--- src/rtl/mem_stage_pkg.sv ---
// Shared types and constants for the memory stage: op-field layout, access sizes,
// FSM encoding and the alignment/byte-lane helpers used by the top level.
package mem_stage_pkg;

  localparam int XLEN    = 64;
  localparam int REG_BUS = XLEN;

  typedef logic [REG_BUS-1:0] reg_bus_t;

  localparam reg_bus_t ZERO_WORD = '0;

  localparam int OP_STORE    = 3;
  localparam int OP_UNSIGNED = 2;

  localparam logic [1:0] SZ_B = 2'd0;
  localparam logic [1:0] SZ_H = 2'd1;
  localparam logic [1:0] SZ_W = 2'd2;
  localparam logic [1:0] SZ_D = 2'd3;

  typedef enum logic {
    ST_IDLE = 1'b0,
    ST_BUSY = 1'b1
  } state_t;

  function automatic logic is_aligned(input logic [1:0] size, input logic [2:0] off);
    logic res;
    res = 1'b1;
    case (size)
      SZ_B:    res = 1'b1;
      SZ_H:    res = (off[0] == 1'b0);
      SZ_W:    res = (off[1:0] == 2'b00);
      default: res = (off == 3'b000);
    endcase
    return res;
  endfunction

  // Size-wide run of strobes moved up to the addressed byte lane.
  function automatic logic [7:0] lane_mask(input logic [1:0] size, input logic [2:0] off);
    logic [7:0] base;
    base = 8'h00;
    case (size)
      SZ_B:    base = 8'h01;
      SZ_H:    base = 8'h03;
      SZ_W:    base = 8'h0F;
      default: base = 8'hFF;
    endcase
    return base << off;
  endfunction

endpackage

--- src/rtl/mem_stage_load_align.sv ---
// Load data extraction: select the addressed bytes from a read doubleword,
// then zero- or sign-extend them to the full register width.
module load_align
  import mem_stage_pkg::*;
(
  input  logic [63:0] rdata_i,
  input  logic [2:0]  off_i,
  input  logic [1:0]  size_i,
  input  logic        unsigned_i,
  output logic [63:0] result_o
);

  logic [63:0] w_shifted;

  assign w_shifted = rdata_i >> {off_i, 3'b000};

  always_comb begin
    result_o = w_shifted;
    case (size_i)
      SZ_B:    result_o = unsigned_i ? {56'h0, w_shifted[7:0]}
                                     : {{56{w_shifted[7]}}, w_shifted[7:0]};
      SZ_H:    result_o = unsigned_i ? {48'h0, w_shifted[15:0]}
                                     : {{48{w_shifted[15]}}, w_shifted[15:0]};
      SZ_W:    result_o = unsigned_i ? {32'h0, w_shifted[31:0]}
                                     : {{32{w_shifted[31]}}, w_shifted[31:0]};
      default: result_o = w_shifted;
    endcase
  end

endmodule

--- src/rtl/mem_stage.sv ---
// Memory stage: passes ALU results through, flags misaligned accesses, and runs
// aligned loads/stores as single bus transactions while stalling upstream.
module mem_stage
  import mem_stage_pkg::*;
#(
  parameter int XLEN = 64
) (
  input  logic            clk,
  input  logic            rst,
  input  logic            ex_valid_i,
  input  logic            mem_en_i,
  input  logic [3:0]      mem_op_i,
  input  logic [XLEN-1:0] ex_result_i,
  input  logic [XLEN-1:0] store_data_i,
  input  logic [4:0]      rd_addr_i,
  input  logic            rd_wen_i,
  output logic            stall_o,
  output logic            dmem_req_o,
  output logic            dmem_we_o,
  output logic [XLEN-1:0] dmem_addr_o,
  output logic [XLEN-1:0] dmem_wdata_o,
  output logic [7:0]      dmem_wmask_o,
  input  logic            dmem_ack_i,
  input  logic [XLEN-1:0] dmem_rdata_i,
  output logic            wb_valid_o,
  output logic [4:0]      wb_rd_addr_o,
  output logic            wb_rd_wen_o,
  output logic [XLEN-1:0] wb_rd_data_o,
  output logic            misalign_o
);

  state_t      r_state;
  logic [3:0]  r_op;
  logic [2:0]  r_off;
  logic [4:0]  r_rd_addr;
  logic        r_rd_wen;

  logic            w_aligned;
  logic            w_issue;
  logic [7:0]      w_wmask;
  logic [XLEN-1:0] w_wdata;
  logic [63:0]     w_load_data;

  assign w_aligned = is_aligned(mem_op_i[1:0], ex_result_i[2:0]);
  assign w_issue   = ex_valid_i & mem_en_i & w_aligned;

  // Stall covers the issue cycle and every bus cycle up to, not including, the ack.
  assign stall_o = !rst & (((r_state == ST_IDLE) & w_issue) |
                           ((r_state == ST_BUSY) & !dmem_ack_i));

  assign w_wmask = mem_op_i[OP_STORE] ? lane_mask(mem_op_i[1:0], ex_result_i[2:0]) : 8'h00;
  assign w_wdata = mem_op_i[OP_STORE] ? (store_data_i << {ex_result_i[2:0], 3'b000}) : ZERO_WORD;

  load_align u_load_align (
    .rdata_i    (dmem_rdata_i),
    .off_i      (r_off),
    .size_i     (r_op[1:0]),
    .unsigned_i (r_op[OP_UNSIGNED]),
    .result_o   (w_load_data)
  );

  always_ff @(posedge clk) begin
    if (rst) begin
      r_state      <= ST_IDLE;
      r_op         <= 4'h0;
      r_off        <= 3'h0;
      r_rd_addr    <= 5'h0;
      r_rd_wen     <= 1'b0;
      dmem_req_o   <= 1'b0;
      dmem_we_o    <= 1'b0;
      dmem_addr_o  <= ZERO_WORD;
      dmem_wdata_o <= ZERO_WORD;
      dmem_wmask_o <= 8'h00;
      wb_valid_o   <= 1'b0;
      wb_rd_addr_o <= 5'h0;
      wb_rd_wen_o  <= 1'b0;
      wb_rd_data_o <= ZERO_WORD;
      misalign_o   <= 1'b0;
    end else begin
      wb_valid_o <= 1'b0;
      misalign_o <= 1'b0;
      case (r_state)
        ST_IDLE: begin
          if (ex_valid_i && !mem_en_i) begin
            wb_valid_o   <= 1'b1;
            wb_rd_addr_o <= rd_addr_i;
            wb_rd_wen_o  <= rd_wen_i;
            wb_rd_data_o <= ex_result_i;
          end else if (ex_valid_i && !w_aligned) begin
            wb_valid_o   <= 1'b1;
            misalign_o   <= 1'b1;
            wb_rd_addr_o <= rd_addr_i;
            wb_rd_wen_o  <= 1'b0;
            wb_rd_data_o <= ZERO_WORD;
          end else if (w_issue) begin
            r_state      <= ST_BUSY;
            r_op         <= mem_op_i;
            r_off        <= ex_result_i[2:0];
            r_rd_addr    <= rd_addr_i;
            r_rd_wen     <= rd_wen_i;
            dmem_req_o   <= 1'b1;
            dmem_we_o    <= mem_op_i[OP_STORE];
            dmem_addr_o  <= {ex_result_i[XLEN-1:3], 3'b000};
            dmem_wdata_o <= w_wdata;
            dmem_wmask_o <= w_wmask;
          end
        end
        ST_BUSY: begin
          if (dmem_ack_i) begin
            r_state      <= ST_IDLE;
            dmem_req_o   <= 1'b0;
            dmem_we_o    <= 1'b0;
            wb_valid_o   <= 1'b1;
            wb_rd_addr_o <= r_rd_addr;
            if (r_op[OP_STORE]) begin
              wb_rd_wen_o  <= 1'b0;
              wb_rd_data_o <= ZERO_WORD;
            end else begin
              wb_rd_wen_o  <= r_rd_wen;
              wb_rd_data_o <= w_load_data;
            end
          end
        end
        default: r_state <= ST_IDLE;
      endcase
    end
  end

endmodule

--- config.mk ---
export PLATFORM = sky130hd
export DESIGN_NAME = mem_stage
export DESIGN_NICKNAME = d
export VERILOG_FILES = /design/src/rtl/mem_stage_pkg.sv /design/src/rtl/mem_stage_load_align.sv /design/src/rtl/mem_stage.sv
export SDC_FILE = /design/constraint.sdc
export NUM_CORES = 1
export LEC_CHECK = 0
export BUFFER_PORTS_ARGS = -buffer_cell sky130_fd_sc_hd__buf_2
export CORE_AREA = 2 2 164 166
export CTS_CLUSTER_DIAMETER = 50
export DETAILED_ROUTE_END_ITERATION = 8
export DIE_AREA = 0 0 166 168
export PLACE_DENSITY = 0.77
export SYNTH_ARGS = -nofsm -noshare
export SYNTH_HDL_FRONTEND = slang
export SYNTH_SLANG_ARGS = --single-unit
--- constraint.sdc ---
create_clock -name clk -period 2.31 [get_ports clk]
set_input_delay 0 -clock clk [delete_from_list [all_inputs] [get_ports clk]]
set_output_delay 0 -clock clk [all_outputs]
set_load 0.005 [all_outputs]
=== After elaboration in Yosys (flattened, before gate mapping) ===
Index checks and enable logic that the tools add are counted.

* Memory bits (writable): 0
* Bits in read-only memories: 0
* Memories kept: 0
* Flip-flop bits (word level): 221
* Word-level logic and storage cells: 91
* Bits in latches: 0

* Div/mod/pow operators: 0
* Order comparisons: 0
* Equality and inequality tests: 9
* Reductions and logical operators: 14
* Multiply operators: 0
* Bitwise gates (word level): 10
* Multiplexer cells: 40
* Add/sub/neg operators: 0
* Shifts and indexed selects: 3

{| class="wikitable"
|+ Operators by type and width
! operator !! count
|-
| $mux W64 || 8
|-
| $pmux W64 S3 || 1
|-
| $pmux W64 S2 || 1
|-
| $shl A64 B6 Y64 || 1
|-
| $shr A64 B6 Y64 || 1
|-
| $pmux W8 S3 || 1
|-
| $mux W1 || 18
|-
| $mux W5 || 3
|-
| $pmux W1 S2 || 5
|-
| $pmux W5 S2 || 1
|-
| $mux W8 || 1
|-
| $ne A2 B2 Y1 const B || 4
|-
| $reduce_and A4 Y1 || 2
|-
| $shl A8 B3 Y8 || 1
|-
| $logic_not A2 Y1 || 3
|-
| $and A1 B1 Y1 || 5
|-
| $eq A2 B1 Y1 const B || 2
|-
| $eq A2 B2 Y1 const B || 2
|-
| $logic_not A1 Y1 || 4
|-
| $not A1 Y1 || 4
|-
| $logic_not A3 Y1 || 1
|-
| $ne A3 B1 Y1 const B || 1
|-
| $pmux W1 S3 || 1
|-
| $reduce_or A3 Y1 || 1
|-
| 3 further kinds || 4
|}

=== Longest topological paths before layout ===
Gate-level depths: netlist of the first run.

* Depth in word-level cells: 7
* Gate-level depth with buffers: 9
* Depth with buffers taken out: 5

=== Cells and area by module ===
From an unflattened synthesis of the first run, not the netlist that was laid out.

* Cell total of the unflattened synthesis: 1,382
* Area total of the unflattened synthesis: 12,248.0 µm²

{| class="wikitable"
|+ Modules (own cells, without submodules)
! module !! area each (µm²) !! times used !! cells each
|-
| mem_stage || 9,948.3 || 1 || 1,118
|-
| load_align || 2,299.7 || 1 || 264
|}

=== Least setup slack after synthesis of the first run ===
No wires, ideal clock.

* Kind: register -> register
* From: register r_off[0]
* To: register wb_rd_data_o[10]
* Path buffers: 3
* Period minus slack after synthesis: 2.010 ns
* Setup time: 0.086 ns
* Arrival time: 1.925 ns
* Stages on the path, launching flop included: 8
* Path slack: 0.300 ns
* Cells stage by stage: dfxtp_1 -> buf_2 -> buf_2 -> buf_2 -> mux4_2 -> nor3_1 -> a21oi_1 -> a211oi_1

* Word-level cells in the longest chain between the ends: 6
* Elaborated cells on any way between the ends: 8
* Classes of those cells: 1 x shift; 7 x mux

{| class="wikitable"
|+ Ends and longest elaborated chain
! what !! line !! source
|-
| start: declaration || mem_stage.sv:34 || <nowiki>logic [2:0] r_off;</nowiki>
|-
| start signal: assignment || mem_stage.sv:98 || <nowiki>r_off <= ex_result_i[2:0];</nowiki>
|-
| $shr A64 B6 Y64 (*) || mem_stage_load_align.sv:15 || <nowiki>assign w_shifted = rdata_i >> {off_i, 3'b000};</nowiki>
|-
| $mux W64 (on tied branches) || mem_stage_load_align.sv:24, mem_stage_load_align.sv:20, mem_stage_load_align.sv:22 ||
|-
| $pmux W64 S3 (*) || mem_stage_load_align.sv:19 || <nowiki>case (size_i)</nowiki>
|-
| $mux W64 (*) || mem_stage.sv:115 || <nowiki>if (r_op[OP_STORE]) begin</nowiki>
|-
| $mux W64 (*) || mem_stage.sv:109 || <nowiki>if (dmem_ack_i) begin</nowiki>
|-
| $pmux W64 S2 (*) || mem_stage.sv:82 || <nowiki>case (r_state)</nowiki>
|-
| end signal: assignment || mem_stage.sv:88 || <nowiki>wb_rd_data_o <= ex_result_i;</nowiki>
|-
| end signal: assignment || mem_stage.sv:120 || <nowiki>wb_rd_data_o <= w_load_data;</nowiki>
|-
| end: declaration || mem_stage.sv:28 || <nowiki>output logic [XLEN-1:0] wb_rd_data_o,</nowiki>
|}

Every way passes the cells marked *; elsewhere a longest branch is shown, timed or not. The select of a mux whose other input is x is not followed.
A chain may end at the register's enable or synchronous reset.

=== Worst setup path after layout of the first run ===
* From: register r_state
* To: register dmem_addr_o[47]

* Word-level cells in the longest chain between the ends: 2

{| class="wikitable"
|+ Ends and longest elaborated chain
! what !! line !! source
|-
| start: declaration || mem_stage.sv:32 || <nowiki>state_t r_state;</nowiki>
|-
| start signal: assignment || mem_stage.sv:64 || <nowiki>r_state <= ST_IDLE;</nowiki>
|-
| start signal: assignment || mem_stage.sv:96 || <nowiki>r_state <= ST_BUSY;</nowiki>
|-
| start signal: assignment || mem_stage.sv:110 || <nowiki>r_state <= ST_IDLE;</nowiki>
|-
| $not A1 Y1 (no line) || - ||
|-
| $reduce_and A4 Y1 (no line) || - ||
|-
| end signal: assignment || mem_stage.sv:103 || <nowiki>dmem_addr_o <= {ex_result_i[XLEN-1:3], 3'b000};</nowiki>
|-
| end: declaration || mem_stage.sv:20 || <nowiki>output logic [XLEN-1:0] dmem_addr_o,</nowiki>
|}

Every way passes these cells.

==> results of run 1 <==
==> layout make-up <==
type / instances / area share (%)
antenna: 10 / 0.1440
clock buffer: 40 / 4.947
clock inverter: 14 / 0.8282
inverter: 4 / 0.08642
multi-input combinational: 1103 / 43.23
sequential: 221 / 25.49
tap: 341 / 2.456
timing repair buffer: 600 / 22.81
==> metal layers <==
metal  wire (um)  vias to the layer above
li1            -                     6364
met1       20400                     6725
met2       22530                      881
met3        5307                      165
met4        2464                        0
met5           0                        -
==> worst min-delay path: cells and delay by family <==
| family | cells | cell delay [ns] |
|---|---|---|
| buf+inv | 1 | 0.14 |
| simple gates | 1 | 0.06 |
| compound gates | 3 | 0.32 |
==> how the worst max path moves through the flow <==
stage	to	slack [ns]	from	cells past startpoint
floorplan	wb_rd_data_o[10]	0.30	r_off[0]	7
global placement	wb_rd_data_o[41]	0.06	r_off[0]	6
detailed placement	wb_rd_data_o[42]	0.08	r_off[0]	6
CTS	wb_rd_data_o[42]	0.03	r_off[0]	6
global route	dmem_addr_o[47]	0.04	r_state	6
finish	dmem_addr_o[47]	0.11	r_state	6
==> stage by stage <==
step	area (sq um)	std cells	setup slack, ns	power [uW]	util [%]
2_1_floorplan	12580	1482	0.2996	5282	-
3_3_place_gp	14890	2125	0.06232	6066	56.51
3_5_place_dp	14890	2125	0.07929	6098	56.51
4_1_cts	17280	2318	0.03324	10860	65.59
5_1_grt	17370	2333	0.04187	11310	65.94
6_report	17370	2333	0.1144	10910	65.94
==> cells by family (layout without fill, tap and decap cells) <==
| family | after synthesis | in the layout | synth area share [%] |
|---|---|---|---|
| AO/OA/AOI/OAI | 450 | 451 | 22.80 |
| AND/OR/NAND/NOR | 474 | 474 | 17.02 |
| multiplexers | 175 | 175 | 19.39 |
| flip-flops | 221 | 221 | 35.19 |
| buffers and inverters | 159 | 658 | 5.564 |
| other | 1 | 13 | 0.02983 |
==> power by group through the flow <==
| stage | sequential, uW | combinational [uW] | clock [uW] |
|---|---|---|---|
| floorplan | 4180 | 1110 | 0 |
| global placement | 4170 | 1890 | 0 |
| detailed placement | 4180 | 1920 | 0 |
| CTS | 4100 | 2110 | 4650 |
| global route | 4120 | 2320 | 4860 |
| finish | 4110 | 2190 | 4620 |
==> registers in the layout, summed over array words and instances, names as in the netlist <==
| name | flops |
|---|---|
| wb_rd_addr_o | 5 |
| r_state | 1 |
| misalign_o | 1 |
| r_rd_addr | 5 |
| r_off | 3 |
| r_op | 4 |
| wb_rd_data_o | 64 |
| wb_rd_wen_o | 1 |
| dmem_we_o | 1 |
| dmem_addr_o | 61 |
| wb_valid_o | 1 |
| r_rd_wen | 1 |
| dmem_wmask_o | 8 |
| dmem_wdata_o | 64 |
| dmem_req_o | 1 |
==> cell usage in the layout (no fill, tap or decap), types with 4 or more instances in the layout <==
cell type,netlist,layout
clkbuf_16,0,31
buf_12,0,11
nand4_1,16,16
clkbuf_1,96,4
mux2_2,57,57
o2bb2ai_1,7,7
buf_2,39,413
a21oi_1,140,139
buf_4,11,35
o21ai_0,79,79
dlygate4sd3_1,0,139
o21a_1,20,20
mux4_2,48,48
diode_2,0,10
nand2_1,197,197
a22o_1,8,8
mux2i_1,68,68
nand4b_1,17,17
a211oi_1,22,21
nor4_1,6,6
and2_1,27,27
clkbuf_8,0,5
nand2b_1,14,14
a22oi_1,53,53
nor2_1,147,146
nor3_1,20,20
o32ai_1,8,8
a31oi_1,16,16
inv_6,0,4
a2bb2oi_1,8,8
dfxtp_1,221,219
o41a_1,8,8
o21ai_1,18,18
o211ai_1,31,31
nor2b_1,20,18
o22ai_1,16,16
==> synth_stat cells (17+ instances only) <==
cell | count | share of area, %
nand2_1 | 197 | 5.9
nor2b_1 | 20 | 1.0
dfxtp_1 | 221 | 35
nor3_1 | 20 | 0.80
o21ai_1 | 18 | 0.72
o21ai_0 | 79 | 3.1
a211oi_1 | 22 | 1.3
mux2_2 | 57 | 5.1
o21a_1 | 20 | 1.2
o211ai_1 | 31 | 1.9
mux4_2 | 48 | 8.6
a21oi_1 | 140 | 5.6
nor2_1 | 147 | 4.4
clkbuf_1 | 96 | 2.9
nand4b_1 | 17 | 1.2
mux2i_1 | 68 | 5.4
a22oi_1 | 53 | 3.2
buf_2 | 39 | 1.6
and2_1 | 27 | 1.3
==> repair_timing <==
item                                    CTS  global route
endpoints found under the hold margin   177             0
gates resized for setup                   0             7
endpoints found under the setup margin    0            28
setup buffers                             0             4
hold buffers                            139             0
==> impl_metrics.env, run 1 <==
export IMPL_status="finished, final reports clean"
export IMPL_io_buffers=414
export IMPL_wl_per_cell_um=21.73
export IMPL_power_share_combinational_pct=20.0
export IMPL_r2r_start="r_state"
export IMPL_power_density_nw_per_um2=628.2
export IMPL_p_seq_share_pct=37.6
export IMPL_path_clk_slew_ns=0.06
export IMPL_async_reset_ff_share_pct=0
export IMPL_cp_buffers_inverters=2
export IMPL_worstMarginPinSlew_ns=1.095
export IMPL_grt_busiest_layer="met2"
export IMPL_globalRouteMet2Util_pct=51.80
export IMPL_firstDrtPassIters=6
export IMPL_htreeDepth=1
export IMPL_drv_slew=0
export IMPL_clk_latency_ns=0.56
export IMPL_synth_main_ff_cell="dfxtp_1"
export IMPL_power_switching_uw=3180
export IMPL_drc=0
export IMPL_grt_pass1_wl_mm=76.40
export IMPL_grt_ovfl_total=0
export IMPL_vdd_drop_max_uv=590.3
export IMPL_dieHeight_um=168
export IMPL_rr_endpoint="dmem_addr_o[47]"
export IMPL_yosysWarnings=0
export IMPL_critPathSlowestCell="dlygate4sd3_1"
export IMPL_min_to="wb_rd_data_o[56]"
export IMPL_netlist_area_sq_um=12570
export IMPL_cpLargestDelayFamily="buffers and inverters"
export IMPL_layout_drive_gt1_share_pct=32.09
export IMPL_routed_wl_mm=50.70
export IMPL_ys_ff_latch=221
export IMPL_synth_edf_count=0
export IMPL_dieArea_sq_um=27890
export IMPL_cts_root_buf="clkbuf_16"
export IMPL_area_growth_pct=38.21
export IMPL_met3_usage_pct=7.428
export IMPL_p_sw_share_pct=29.13
export IMPL_num_rows=60
export IMPL_period_share_pct=95.05
export IMPL_io_pins=418
export IMPL_p_int_uw=7735
export IMPL_required_ns=2.82
export IMPL_start_util_pct=47.71
export IMPL_hold_viol=0
export IMPL_ys_types=59
export IMPL_startpoint_type="flop"
export IMPL_p_clk_share_pct=42.3
export IMPL_register_area_sq_um=4429
export IMPL_antenna_found_initial=10
export IMPL_final_antenna_net_count=0
export IMPL_rrSetupSlack_ns=0.11
export IMPL_max_stage_delay_ns=0.58
export IMPL_hold_path_class="in2reg"
export IMPL_grt_pass1_vias=13270
export IMPL_rsz0062_at_grt="false"
export IMPL_grt_use_met1_pct=46.89
export IMPL_worst_ep_arrival_time_ns=2.70
export IMPL_whs_path_depth=5
export IMPL_hpwl_mm=34.88
export IMPL_critPathKind="reg2reg"
export IMPL_period_minus_slack_ns=2.196
export IMPL_clock_sinks=221
export IMPL_nets=2167
export IMPL_gp_congestion=0.9843
export IMPL_synthesis_instances=1480
export IMPL_critPathMaxFanout=31
export IMPL_clockBufferDepth=3
export IMPL_maxSlewHeadroom_pct=26.71
export IMPL_multi_input_area_sq_um=7511
export IMPL_die_w_um=166
export IMPL_nFillCells=2133
export IMPL_syn_mean_instance_area_sq_um=8.494
export IMPL_reg2reg_depth=6
export IMPL_p_leak_uw=0.007209
export IMPL_min_from="dmem_rdata_i[56]"
export IMPL_setup_tns_ns=0
export IMPL_grt_usage_pct=34.25
export IMPL_synth_seq_area_share_pct=35.19
export IMPL_holdWs_ns=0.01033
export IMPL_setup_viol=0
export IMPL_vias=14140
export IMPL_cts_tree="done"
export IMPL_cap_violations=0
export IMPL_fp_coreArea_sq_um=26350
export IMPL_endpoint_kind="flop"
export IMPL_routed_via_density=6.059
export IMPL_drtIter0Drc=1593
export IMPL_cts_buffers=30
export IMPL_path_cells="nand3b_1, a211oi_4, buf_12, nand2_1, a21oi_2, dlygate4sd3_1"
export IMPL_clock_fmax_mhz=455.4
export IMPL_grt_max_degree=101
export IMPL_skew_ns=0.02246
(Power assumes the default switching activity.)
==> inputs of run 2 (changes only) <==
--- a/config.mk
+++ b/config.mk
@@ -6,11 +6,12 @@
 export NUM_CORES = 1
 export LEC_CHECK = 0
 export BUFFER_PORTS_ARGS = -buffer_cell sky130_fd_sc_hd__buf_2
-export CORE_AREA = 2 2 164 166
+export CORE_MARGIN = 1.5
+export CORE_UTILIZATION = 32
 export CTS_CLUSTER_DIAMETER = 50
+export CTS_CLUSTER_SIZE = 12
 export DETAILED_ROUTE_END_ITERATION = 8
-export DIE_AREA = 0 0 166 168
-export PLACE_DENSITY = 0.77
 export SYNTH_ARGS = -nofsm -noshare
 export SYNTH_HDL_FRONTEND = slang
+export SYNTH_HIERARCHICAL = 1
 export SYNTH_SLANG_ARGS = --single-unit
==> run 2 against run 1 <==
Effect of this change: combinational power increased by 5%; final area decreased by 0.46%; sequential share of layout area increased by 0.13 points; clock power increased by 7.8%.
==> impl_metrics.env, run 2 <==
export IMPL_critPathSlowestCell="mux4_2"
export IMPL_cts_root_buf="clkbuf_16"
export IMPL_fp_coreArea_sq_um=37670
export IMPL_worst_ep_arrival_time_ns=2.63
export IMPL_hpwl_mm=38.80
export IMPL_cts_tree="done"
export IMPL_dp_cells=2213
export IMPL_netlist_area_sq_um=12250
export IMPL_drc=0
export IMPL_worstMarginPinSlew_ns=0.9816
export IMPL_yosysWarnings=6
export IMPL_routed_via_density=5.590
export IMPL_final_cell_mix="buf_2 (412), nand2_1 (219), dfxtp_1 (218)"
export IMPL_setup_tns_ns=0
export IMPL_wl_per_cell_um=22.85
export IMPL_period_share_pct=95.06
export IMPL_gp_congestion=0.9086
export IMPL_layout_drive_gt1_share_pct=32.96
export IMPL_die_w_um=198.6
export IMPL_grt_pass1_vias=13280
export IMPL_multi_input_area_sq_um=7044
export IMPL_area_growth_pct=41.20
export IMPL_yosysMostFrequentCell="dfxtp_1"
export IMPL_p_leak_uw=0.007092
export IMPL_rsz0062_at_grt="false"
export IMPL_hold_viol=0
export IMPL_critPathKind="reg2reg"
export IMPL_status="finished, final reports clean"
export IMPL_antenna_found_initial=8
export IMPL_fin_area_sq_um=17290
export IMPL_fin_cells=2412
export IMPL_clock_fmax_mhz=455.4
export IMPL_setup_viol=0
export IMPL_clk_latency_ns=0.59
export IMPL_synth_edf_count=0
export IMPL_period_minus_slack_ns=2.196
export IMPL_hold_path_class="in2reg"
export IMPL_dieArea_sq_um=39460
export IMPL_num_rows=71
export IMPL_vdd_drop_max_uv=567.8
export IMPL_endpoint_kind="flop"
export IMPL_required_ns=2.75
export IMPL_nFillCells=3701
export IMPL_syn_mean_instance_area_sq_um=8.863
export IMPL_maxSlewHeadroom_pct=34.41
export IMPL_io_buffers=414
export IMPL_critPathMaxFanout=18
export IMPL_nets=2078
export IMPL_pre_cts_slack_ns=0.04972
export IMPL_cap_violations=0
export IMPL_max_stage_delay_ns=0.54
export IMPL_async_reset_ff_share_pct=0
export IMPL_firstDrtPassIters=5
export IMPL_cts_buffers=31
export IMPL_top_regs="dmem_wdata_o x64, wb_rd_data_o x64, dmem_addr_o x61"
export IMPL_power_density_nw_per_um2=658.3
export IMPL_start_util_pct=32.52
export IMPL_yosys_area_top_type="dfxtp_1"
export IMPL_drv_slew=0
export IMPL_synthesis_instances=1382
export IMPL_clockBufferDepth=3
export IMPL_synth_seq_area_share_pct=36.12
export IMPL_grt_usage_pct=26.73
export IMPL_placed_cell_area_sq_um=14840
export IMPL_synthTopCellsByCount="dfxtp_1 (221), nand2_1 (219), a211oi_1 (137)"
export IMPL_path_cells="buf_12, mux4_2, mux2i_1, o21ai_0, a22oi_1, a211oi_1"
export IMPL_skew_ns=0.02569
export IMPL_dieHeight_um=198.6
export IMPL_grt_ovfl_total=0
export IMPL_ys_top_cells_by_area="dfxtp_1 (36%), a211oi_1 (8.4%), mux2i_1 (6.9%)"
export IMPL_io_pins=418
export IMPL_ys_ff_latch=221
export IMPL_vias=13480
export IMPL_setup_ws_ns=0.1142
export IMPL_drtIter0Drc=1020
export IMPL_final_antenna_net_count=0
export IMPL_routed_wl_mm=55.13
export IMPL_grt_max_degree=87
export IMPL_synth_main_ff_cell="dfxtp_1"
export IMPL_post_route_util_pct=45.91
export IMPL_htreeDepth=1
export IMPL_register_area_sq_um=4431
export IMPL_grt_pass1_wl_mm=80.83
export IMPL_layout_commonest_cell="buf_2"
export IMPL_startpoint_type="flop"
export IMPL_synth_top_area_share_pct=36.12
export IMPL_clock_sinks=221
export IMPL_path_clk_slew_ns=0.06
export IMPL_ys_types=54
run 2: stage by stage:
step                hold slack [ns]  total power [uW]
floorplan                    0.1255              5334
global placement             0.2519              6242
detailed placement           0.2571              6254
CTS                         0.01080             11430
global route                0.03497             11770
finish                      0.03265             11390
run 2: final timing paths:
| check | depth (start not counted) | from | slack [ns] | to |
|---|---|---|---|---|
| hold / removal | 3 | mem_en_i | 0.03 | misalign_o |
| setup / recovery | 6 | r_off[0] | 0.11 | wb_rd_data_o[10] |
| setup reg to reg | 6 | r_off[0] | 0.11 | wb_rd_data_o[10] |
| hold reg to reg | 2 | r_rd_addr[2] | 0.45 | r_rd_addr[2] |
run 2: cell families after synthesis:
group           after synthesis  synth area share (%)
compound gates              484                 28.55
buf+inv                     173                 6.895
flops                       221                 36.12
mux                         151                 15.41
other cells                   1               0.03062
simple gates                352                 12.99
run 2: layout make-up:
cell class / count / area share, %
Inverter: 8 / 0.1736
Clock inverter: 19 / 1.447
Antenna cell: 8 / 0.1158
Tap cell: 511 / 3.697
Multi-Input combinational cell: 990 / 40.73
Sequential cell: 221 / 25.62
Timing Repair Buffer: 619 / 23.51
Clock buffer: 36 / 4.710
run 2: layer usage:
metal  up-vias  global-route usage [%]  share of wire, %
li1       6218                       -                 -
met1      6488                   30.68                38
met2       650                   46.90                49
met3       122                   6.680               8.7
met4         4                   11.53               4.4
met5         -                       0             0.049
run 2: worst max-delay path, delay by kind of cell (launching register included):
kind / cells / cell delay, ns
mux: 2 / 0.85
compound gates: 3 / 0.50
buf+inv: 1 / 0.20
flops: 1 / 0.48
run 2: report_power, final:
group / switching, uW / internal [uW]
logic: 1290 / 1000
registers: 110 / 4000
clock network: 1980 / 3010
run 2: what timing repair did:
item / in CTS / in global routing
endpoints found under the hold margin: 203 / 0
setup buffers: 0 / 1
hold buffers: 135 / 0
endpoints found under the setup margin: 0 / 4
resized for setup: 0 / 1
==> inputs of run 3 (changes only) <==
--- a/config.mk
+++ b/config.mk
@@ -11,6 +11,7 @@
 export CTS_CLUSTER_DIAMETER = 50
 export CTS_CLUSTER_SIZE = 12
 export DETAILED_ROUTE_END_ITERATION = 8
+export PLACE_DENSITY = 0.61
 export SYNTH_ARGS = -nofsm -noshare
 export SYNTH_HDL_FRONTEND = slang
 export SYNTH_HIERARCHICAL = 1
==> run 3 against run 2 <==
Effect of this change: die area unchanged; via count increased by 0.27%; critical path depth increased by 2; sequential share of layout area about the same; clock power increased by 3%; clock-buffer cell count increased by 6; sequential cell count unchanged; wire length about the same; hold slack got worse by 0.015 ns; worst setup slack got worse by 0.0080 ns; core utilization about the same; critical path type unchanged; largest cell class unchanged; highest routed layer is now met4.
==> impl_metrics.env, run 3 (synthesis results as in run 2) <==
export IMPL_whs_path_depth=4
export IMPL_maxSlewHeadroom_pct=28.55
export IMPL_startpoint_type="flop"
export IMPL_p_sw_share_pct=30.67
export IMPL_power_density_nw_per_um2=666.7
export IMPL_cts_resized=0
export IMPL_status="finished, final reports clean"
export IMPL_layout_commonest_cell="buf_2"
export IMPL_htreeDepth=2
export IMPL_pre_cts_slack_ns=0.1436
export IMPL_hpwl_mm=38.83
export IMPL_die_w_um=198.6
export IMPL_period_share_pct=95.40
export IMPL_final_antenna_net_count=0
export IMPL_io_buffers=414
export IMPL_setup_tns_ns=0
export IMPL_setup_viol=0
export IMPL_top_regs="dmem_wdata_o x64, wb_rd_data_o x64, dmem_addr_o x61"
export IMPL_wl_per_cell_um=22.99
export IMPL_path_clk_slew_ns=0.06
export IMPL_vias=13520
export IMPL_rsz0062_at_grt="false"
export IMPL_cts_root_buf="clkbuf_16"
export IMPL_endpoint_kind="flop"
export IMPL_skew_ns=0.03697
export IMPL_clk_latency_ns=0.55
export IMPL_drtIter0Drc=949
export IMPL_hold_path_class="in2reg"
export IMPL_area_growth_pct=41.08
export IMPL_worstMarginPinSlew_ns=1.068
export IMPL_p_leak_uw=0.007067
export IMPL_grt_pass1_wl_mm=80.70
export IMPL_power_switching_uw=3534
export IMPL_clockBufferDepth=3
export IMPL_cts_tree="done"
export IMPL_fin_total_pwr_uw=11520
export IMPL_grt_ovfl_total=0
export IMPL_dieHeight_um=198.6
export IMPL_p_seq_share_pct=35.7
export IMPL_routed_via_density=5.637
export IMPL_rrSetupSlack_ns=0.11
export IMPL_layout_drive_gt1_share_pct=33.21
export IMPL_required_ns=2.71
export IMPL_firstDrtPassIters=5
export IMPL_worst_ep_arrival_time_ns=2.61
export IMPL_period_minus_slack_ns=2.204
export IMPL_final_cell_mix="buf_2 (412), nand2_1 (219), dfxtp_1 (218)"
export IMPL_power_share_combinational_pct=19.9
export IMPL_critPathKind="reg2reg"
export IMPL_grt_pass1_vias=13250
export IMPL_drc=0
export IMPL_clock_fmax_mhz=453.8
export IMPL_cts_buffers=35
export IMPL_gp_congestion=0.9436
export IMPL_io_pins=418
export IMPL_nets=2062
export IMPL_antenna_found_initial=7
export IMPL_routed_wl_mm=55.12
export IMPL_reg2reg_depth=8
export IMPL_fp_coreArea_sq_um=37670
export IMPL_drv_slew=0
export IMPL_cap_violations=0
export IMPL_p_int_uw=7987
export IMPL_nFillCells=3704
export IMPL_p_clk_share_pct=44.4
export IMPL_hold_viol=0
export IMPL_grt_max_degree=145
export IMPL_vdd_drop_max_uv=509.6
export IMPL_start_util_pct=32.52
export IMPL_critPathMaxFanout=48
export IMPL_grt_usage_pct=26.77
export IMPL_postCtsSetupBuffers=0
export IMPL_num_rows=71
export IMPL_clock_sinks=221
export IMPL_setup_ws_ns=0.1062
export IMPL_dieArea_sq_um=39460
## run 3: final cells by class
| type | instances | area, sq um | area share, % |
|---|---|---|---|
| multi-input cells | 991 | 7057 | 40.84 |
| flip-flops and latches | 221 | 4431 | 25.64 |
| repair buffers | 598 | 3985 | 23.06 |
| clock buffers | 42 | 933.4 | 5.402 |
| well taps | 511 | 639.4 | 3.700 |
| clock inverters | 19 | 183.9 | 1.064 |
| inverters | 8 | 30.03 | 0.1738 |
| diodes | 8 | 20.02 | 0.1159 |
## run 3: through the flow
| stage | std cells | utilization (%) | hold WS (ns) | cell area (sq um) |
|---|---|---|---|---|
| after floorplan | 1384 | - | 0.1255 | 12260 |
| after global placement | 2209 | 39.66 | 0.2539 | 14940 |
| after detailed placement | 2209 | 39.66 | 0.2527 | 14940 |
| after CTS | 2389 | 45.79 | 0.001680 | 17250 |
| after global routing | 2396 | 45.86 | 0.02848 | 17270 |
| final | 2398 | 45.87 | 0.01768 | 17280 |
## run 3: critical path, cell delays in order (launching register included)
cell,delay [ns]
dfxtp_2,0.38
buf_12,0.19
mux2i_1,0.29
nand2_1,0.11
nand4_1,0.15
buf_12,0.25
o2111ai_1,0.33
a22oi_1,0.26
a211oi_1,0.10
## run 3: repair_timing
action,in CTS,in global routing
endpoints found under the hold margin,200,0
endpoints found under the setup margin,0,3
hold buffers,119,0
## run 3: path summary, 6_finish.rpt
kind                                        from               end
worst max-delay path                    r_off[1]  wb_rd_data_o[17]
worst min-delay path            store_data_i[14]  dmem_wdata_o[54]
worst max register to register          r_off[1]  wb_rd_data_o[17]
worst min register to register   dmem_addr_o[56]   dmem_addr_o[56]
## run 3: routing by layer
layer  GRT usage (%)  share of wire [%]  vias up
li1                -                  -     6203
met1           30.30                 38     6485
met2           45.55                 48      692
met3           7.087                8.4      138
met4           15.12                5.3        0
met5               0                  0        -
## run 3: power by group through the flow
stage               clock [uW]  sequential, uW  combinational (uW)
global route              5350            4130                2450
CTS                       5220            4110                2270
global placement             0            4190                2080
floorplan                    0            4180                1150
detailed placement           0            4190                2090
finish                    5120            4110                2290
